$ cat config.mk
export PLATFORM = sky130hd
export DESIGN_NAME = nes_pad_responder
export DESIGN_NICKNAME = d
export VERILOG_FILES = /design/src/rtl/nes_pkg.sv /design/src/rtl/sync_edge.sv /design/src/rtl/nes_pad_responder.sv
export SDC_FILE = /design/constraint.sdc
export NUM_CORES = 1
export LEC_CHECK = 0
export ABC_AREA = 1
export CORE_ASPECT_RATIO = 0.6
export CORE_MARGIN = 4
export CORE_UTILIZATION = 59
export DETAILED_ROUTE_END_ITERATION = 10
export DONT_BUFFER_PORTS = 1
export GPL_ROUTABILITY_DRIVEN = 0
export PLACE_DENSITY = 0.86
export SYNTH_ARGS = -nofsm -noshare
export SYNTH_HDL_FRONTEND = slang
export SYNTH_SLANG_ARGS = --single-unit
$ cat constraint.sdc
create_clock -name clk -period 1.4 [get_ports clk]
set_clock_uncertainty 0.05 [all_clocks]
set_input_delay 0.28 -clock clk [delete_from_list [all_inputs] [get_ports clk]]
set_output_delay 0.28 -clock clk [all_outputs]
set_load 0.05 [all_outputs]
$ cat src/rtl/nes_pkg.sv
// Shared NES pad definitions: button bit order, frame length and responder states.
package nes_pkg;

  localparam int unsigned NES_BITS  = 8;

  localparam int unsigned BTN_A      = 0;
  localparam int unsigned BTN_B      = 1;
  localparam int unsigned BTN_SELECT = 2;
  localparam int unsigned BTN_START  = 3;
  localparam int unsigned BTN_UP     = 4;
  localparam int unsigned BTN_DOWN   = 5;
  localparam int unsigned BTN_LEFT   = 6;
  localparam int unsigned BTN_RIGHT  = 7;

  typedef enum logic [1:0] {
    PAD_LOAD    = 2'd0,
    PAD_SHIFT   = 2'd1,
    PAD_DRAINED = 2'd2
  } pad_state_t;

endpackage

$ cat src/rtl/sync_edge.sv
// Multi-flop synchronizer for an asynchronous pin, with rise/fall strobes
// taken against one further registered copy of the synchronized level.
module sync_edge #(
  parameter int unsigned SYNC_STAGES = 2
) (
  input  logic clk,
  input  logic rst_n,
  input  logic din,
  output logic sig_s,
  output logic rise,
  output logic fall
);

  logic [SYNC_STAGES-1:0] stages;
  logic                   sig_d;

  // All flops clear to 0 so a low pin after reset never yields an edge.
  always_ff @(posedge clk or negedge rst_n) begin
    if (!rst_n) begin
      stages <= '0;
      sig_d  <= 1'b0;
    end else begin
      stages <= {stages[SYNC_STAGES-2:0], din};
      sig_d  <= stages[SYNC_STAGES-1];
    end
  end

  assign sig_s = stages[SYNC_STAGES-1];
  assign rise  = sig_s & ~sig_d;
  assign fall  = ~sig_s & sig_d;

endmodule

$ cat src/rtl/nes_pad_responder.sv
// Emulates the 4021 shift register of an NES pad: parallel load while latch is
// high, then one button bit per console pulse on an active-low serial line.
module nes_pad_responder
  import nes_pkg::*;
#(
  parameter int unsigned SYNC_STAGES = 2,
  parameter logic        FILL_BIT    = 1'b0
) (
  input  logic                clk,
  input  logic                rst,
  input  logic                latch_in,
  input  logic                pulse_in,
  input  logic [0:NES_BITS-1] buttons_in,
  output logic                data_out,
  output logic [3:0]          bit_index,
  output logic                frame_done,
  output logic                overrun,
  output logic [7:0]          frame_count
);

  localparam logic [3:0] LAST_IDX = 4'(NES_BITS - 1);

  logic latch_s, latch_rise, latch_fall;
  logic pulse_s, pulse_rise, pulse_fall;
  logic unused_pulse_level;

  sync_edge #(.SYNC_STAGES(SYNC_STAGES)) u_latch_sync (
    .clk   (clk),
    .rst_n (rst),
    .din   (latch_in),
    .sig_s (latch_s),
    .rise  (latch_rise),
    .fall  (latch_fall)
  );

  sync_edge #(.SYNC_STAGES(SYNC_STAGES)) u_pulse_sync (
    .clk   (clk),
    .rst_n (rst),
    .din   (pulse_in),
    .sig_s (pulse_s),
    .rise  (pulse_rise),
    .fall  (pulse_fall)
  );

  assign unused_pulse_level = pulse_s ^ pulse_fall;

  pad_state_t          state, state_nx;
  logic [0:NES_BITS-1] sr, sr_nx;
  logic [3:0]          bit_nx;
  logic                dout_nx;
  logic                done_nx;
  logic                ovr_nx;
  logic [7:0]          cnt_nx;

  always_ff @(posedge clk or negedge rst) begin
    if (!rst) begin
      state       <= PAD_SHIFT;
      sr          <= '1;
      data_out    <= 1'b1;
      bit_index   <= '0;
      frame_done  <= 1'b0;
      overrun     <= 1'b0;
      frame_count <= '0;
    end else begin
      state       <= state_nx;
      sr          <= sr_nx;
      data_out    <= dout_nx;
      bit_index   <= bit_nx;
      frame_done  <= done_nx;
      overrun     <= ovr_nx;
      frame_count <= cnt_nx;
    end
  end

  // A high latch level wins over everything, which also makes a coincident
  // latch/pulse rise a pure load and aborts any partially shifted frame.
  always_comb begin
    state_nx = state;
    sr_nx    = sr;
    bit_nx   = bit_index;
    dout_nx  = data_out;
    done_nx  = 1'b0;
    ovr_nx   = overrun;
    cnt_nx   = frame_count;

    if (latch_s) begin
      state_nx = PAD_LOAD;
      sr_nx    = ~buttons_in;
      bit_nx   = '0;
      dout_nx  = ~buttons_in[BTN_A];
      if (latch_rise) begin
        ovr_nx = 1'b0;
      end
    end else if (latch_fall) begin
      state_nx = PAD_SHIFT;
      bit_nx   = '0;
      cnt_nx   = frame_count + 8'd1;
      dout_nx  = sr[0];
    end else begin
      case (state)
        PAD_SHIFT: begin
          dout_nx = sr[0];
          if (pulse_rise) begin
            sr_nx  = {sr[1:NES_BITS-1], FILL_BIT};
            bit_nx = bit_index + 4'd1;
            if (bit_index == LAST_IDX) begin
              done_nx  = 1'b1;
              state_nx = PAD_DRAINED;
            end
          end
        end
        PAD_DRAINED: begin
          dout_nx = FILL_BIT;
          if (pulse_rise) begin
            ovr_nx = 1'b1;
          end
        end
        default: begin
          state_nx = PAD_SHIFT;
        end
      endcase
    end
  end

endmodule

After elaboration in Yosys (flattened, before gate mapping)
Cells that the tools add are included.

operators by class
  $add $sub $neg = 2
  $mul = 0
  divide/modulo/power cells = 0
  magnitude comparators = 0
  eq/ne operators = 8
  shifts and indexed selects = 0
  muxes and demuxes = 26
  bitwise operators = 8
  reductions and logical operators = 11

operator list
  kind                                                                    number
  8-bit two-way mux                                                       4
  4-bit two-way mux                                                       4
  1-bit two-way mux                                                       12
  8-bit by 1-bit adder with 8-bit output (second input constant)          1
  2-bit two-way mux                                                       4
  4-bit by 3-bit != test with 1-bit output (second input constant)        2
  8-bit inverter                                                          1
  3-bit AND reduction                                                     2
  2-bit nonzero test                                                      3
  3-bit nonzero test                                                      2
  4-bit by 1-bit adder with 4-bit output (second input constant)          1
  4-bit by 3-bit equality test with 1-bit output (second input constant)  1
  1-bit inverter                                                          4
  2-bit case mux with 2 select lines                                      1
  2-bit AND reduction                                                     2
  4-bit AND reduction                                                     1
  4-bit nonzero test                                                      1
  1-bit bitwise AND                                                       3
  3-bit by 2-bit != test with 1-bit output (second input constant)        1
  2-bit by 1-bit equality test with 1-bit output (second input constant)  1
  2-bit equality test (second input constant)                             1
  2-bit by 1-bit != test with 1-bit output (second input constant)        1
  2-bit != test (second input constant)                                   1
  1-bit case mux with 2 select lines                                      1

storage, ports and cells
  register bits after elaboration = 31
  bits in latches = 0
  memory bits (writable) = 0
  bits in read-only memories = 0
  logic and storage cells = 66
  memories = 0

Logic depth before layout (Yosys ltp)
  depth in word-level cells = 6
  depth in mapped cells = 7

By module
Synthesis repeated with hierarchy kept, for this count alone.

unflattened totals
  cells, all modules = 164
  area total of the unflattened synthesis = 1477.7 µm²

by module, submodules not included
  module             instances  cells an instance  area an instance (µm²)  sequential area each (µm²)
  nes_pad_responder  1          150                1297.5                  638.1
  sync_edge          2          7                  90.1                    75.1

Worst setup path before layout
Ideal clock, no wire load.

  kind = register -> register
  start point = register bit_index[1]
  end point = register state[0]
  setup time = 0.077 ns
  data arrival time = 1.295 ns
  data required time = 1.273 ns
  setup slack = -0.022 ns
  cell stages (with the launch flop) = 7
  path buffers = 0
  clock period less this slack = 1.422 ns
  cells stage by stage = dfrtp_1 > ha_1 > nand3_1 > nand2_1 > nand3_1 > nand3_1 > nand2_1

on the way
  word-level cells in the longest chain between the ends = 3

RTL lines
  item                                                       RTL line                  text
  from (decl)                                                nes_pad_responder.sv:15   output logic [3:0] bit_index,
  from (signal assigned)                                     nes_pad_responder.sv:68   bit_index <= bit_nx;
  4-bit by 3-bit equality test with 1-bit output             nes_pad_responder.sv:106  if (bit_index == LAST_IDX) begin
  4-bit by 3-bit != test with 1-bit output (no source line)  -
  3-bit AND reduction (no source line)                       -
  to (signal assigned)                                       nes_pad_responder.sv:65   state <= state_nx;
  to (decl)                                                  nes_pad_responder.sv:47   pad_state_t state, state_nx;

Every way passes these cells.
A chain may end at the register's enable or synchronous reset.

Final worst setup path
  start point = register state[0]
  end point = register sr[1] (netlist bit)

on the way
  word-level cells in the longest chain between the ends = 3

RTL lines
  item                                            RTL line                  text
  2-bit by 1-bit equality test with 1-bit output  nes_pad_responder.sv:100  case (state)
  2-bit nonzero test (no source line)             -
  3-bit AND reduction (no source line)            -
  to (signal assigned)                            nes_pad_responder.sv:66   sr <= sr_nx;
  to (decl)                                       nes_pad_responder.sv:48   logic [0:NES_BITS-1] sr, sr_nx;

Every way passes these cells.

==> results.toml <==
[run_status]
outcome = "complete, no violations"

[critical_path]
critPathKind = "flop to flop"
crit_path_max_fanout = 8
path_depth = 6
rr_worst_depth = 6
cp_slowest_cell = "dfstp_2"
rr_startpoint = "state[0]$_DFFE_PN1P_"
crit_top_cell = "nand2_1"
critPathMaxStageDelay_ns = 0.57
worstSetupStartpointType = "flop"
cp.buffers_inverters = 1
critPathTopFamily = "flip-flops"
r2r_end = "sr[1]$_DFFE_PN1P_"
crit_chain = "nand2_1 > nand2_4 > nand3_4 > clkinv_2 > nand2_1 > o21ai_0"
end_kind = "flop"
reg2reg_slack_ns = 0.08
cp.required_ns = 1.56
cp.arrival_ns = 1.48

[place]
io_buffers = 0
dp_hpwl_um = 2350
placed_cells = 212

[cts]
cts.reportedPaths.clkPinSlew_ns = 0.07
insertion_delay_ns = 0.28
ctsRootBufferMaster = "clkbuf_8"
cts_tree = "yes"
htree_num_levels = 2
cts_buffer_depth = 2
numCtsBuffers = 5
clock-sinks = 31
post_cts_buffers = 0

[synthesis]
synthXorXnorAreaFrac = 0.0358
synth_edf_count = 0
ys.flop_type = "dfrtp_1"
syn_avg_cell_area_um2 = 8.63
async_flop_share = 1.00
syn_area_um2 = 1470
yosysUniqueCellTypes = 28
ys_seq_area_frac = 0.538
yosysWarnings = 0
synthAdderAreaFrac = 0.0171
synthMuxAreaShare = 0
synthSimpleGateAreaFrac = 0.297
synthCells = 170
synth_top_family_by_area = "simple AND/OR/NAND/NOR gates"
synth_fp_nets = 184
ys_ff_latch = 31
synth-compound-area-share = 0.0580

[floorplanning]
start_util = 0.649
die_x_um = 72.4
dieArea_um2 = 3370
core_area_um2 = 2260
die_h_um = 46.6
num_io_pins = 27
rows = 13

[global_route]
grt_pass1_wl_um = 5880
antenna_found_initial = 0
grt_pass1_vias = 1226
grt_use_total = 0.244
grt_max_degree = 32
gr-total-overflow = 0

[pwr]
leakage_nw = 0.882
p_seq_frac = 0.416
power.density_nw_per_um2 = 1720
switching_power_mw = 1.12
combPwrFrac = 0.288
vdd_drop_max_mv = 1.15
p_clk_frac = 0.296
power.internal_mw = 1.96
switching_share = 0.365

[final_layout]
nets = 208
area_growth_pct = 22.3
drive_gt1_frac = 0.256
layout_commonest_cell = "nand2_1"
instances_no_fill = 225
final_util = 0.793
n_antenna_cell = 0
final_cell_mix = "62 x nand2_1, 18 x dfrtp_1, 14 x buf_4"

[worst_hold_path]
min_path_cells = 3
hold_path_end = "sr[4]$_DFFE_PN1P_"
hp-start = "buttons_in[4]"
hp-class = "primary input to flop"

[drt]
route.detailed.drc = 0
vias = 1235
drtIter0Drc = 101
ant_nets = 0
detail_route.wl_per_cell_um = 15.2
viasPerCell = 5.49
first_pass_iters = 4
drt-total-wl_um = 3420

[sta]
period_needed_ns = 1.32
final_max_slew_viol_count = 0
tns_ns = 0
max_freq_mhz = 758
worstMarginPinSlew_ns = 0.526
finalSetupViolCount = 0
period_share = 0.943
hold_viol = 0
maxSlewHeadroom = 0.649
rsz0062_at_grt = "false"

[job]
max-cap-violations = 0
==> flip-flops by register name, summed over array words and instances, names as in the netlist <==
name / flops
overrun: 1
u_pulse_sync.stages: 2
frame_done: 1
sr: 8
state: 2
bit_index: 4
u_latch_sync.stages: 2
frame_count: 8
u_pulse_sync.sig_d: 1
data_out: 1
u_latch_sync.sig_d: 1
==> metrics by stage <==
| stage | total power, mW | instance area, um^2 | worst slack, ns | hold slack (ns) |
|---|---|---|---|---|
| after global placement | 2.07 | 1590 | 0.147 | -0.0647 |
| final | 3.08 | 1790 | 0.0802 | 0.120 |
| after CTS | 3.06 | 1770 | 0.0134 | 0.117 |
| after floorplan | 1.87 | 1470 | 0.00837 | -0.0656 |
| after detailed placement | 2.12 | 1590 | 0.0542 | -0.0647 |
| after global routing | 3.23 | 1790 | 0.00628 | 0.128 |
==> cell usage after synthesis (2+ instances only) <==
cell type  count  area (um^2)
inv_2          3         11.3
nand3_1       10         50.1
nand4_1        3         18.8
inv_1         12         45.0
dfstp_2       10          263
xnor2_1        2         17.5
xor2_1         4         35.0
dfrtp_1       21          526
o21ai_0        6         30.0
nand3b_1       2         15.0
nor2_1        10         37.5
o21ai_1        7         35.0
nand2_1       64          240
ha_1           2         25.0
==> what timing repair did <==
action                                  in CTS  in global routing
hold endpoints to repair                    34                  0
endpoints found under the setup margin       0                 12
hold buffers                                 5                  0
resized for setup                            0                  7
==> per-layer routing <==
layer | track usage | wire length [um]
met2 | 0.400 | 1690
met5 | 0 | 0
met4 | 0.120 | 71
met3 | 0.0763 | 237
met1 | 0.298 | 1420
==> power by group through the flow <==
stage | Clock (mW) | Combinational, mW | Sequential (mW)
floorplan | 0 | 0.345 | 1.53
global placement | 0 | 0.794 | 1.28
detailed placement | 0 | 0.830 | 1.29
CTS | 0.915 | 0.874 | 1.28
global route | 0.973 | 0.961 | 1.30
finish | 0.912 | 0.888 | 1.28
==> worst min-delay path: cells and delay by family <==
kind	cells	cell delay (ns)
AND/OR/NAND/NOR	2	0.13
AO/OA/AOI/OAI	1	0.05
==> logic make-up (layout without fill, tap and decap cells) <==
logic type               after synthesis  after routing
buffers and inverters                 18             43
AO/OA/AOI/OAI                         16             16
AND/OR/NAND/NOR                       97             97
XOR/XNOR                               6              6
adder cells (fa/ha/maj)                2              2
flip-flops                            31             31
==> area by class of cell <==
type,count,area [um^2]
Fill cell,139,468
Clock buffer,6,82.6
Tap cell,30,37.5
Sequential cell,31,792
Clock inverter,2,35.0
Multi-Input combinational cell,121,617
Inverter,16,63.8
Timing Repair Buffer,19,165
==> how the worst max path moves through the flow <==
stage / startpoint / end / slack [ns]
floorplan: frame_count[2]$_DFFE_PN0N_ / frame_count[5]$_DFFE_PN0N_ / 0.008
global placement: u_latch_sync.stages[1]$_DFF_PN0_ / sr[0]$_DFFE_PN1P_ / 0.15
detailed placement: u_latch_sync.stages[1]$_DFF_PN0_ / sr[1]$_DFFE_PN1P_ / 0.05
CTS: u_latch_sync.stages[1]$_DFF_PN0_ / data_out$_DFFE_PN1P_ / 0.01
global route: state[0]$_DFFE_PN1P_ / sr[1]$_DFFE_PN1P_ / 0.006
finish: state[0]$_DFFE_PN1P_ / sr[1]$_DFFE_PN1P_ / 0.08
No activity file was read; power rests on OpenSTA's default activity.
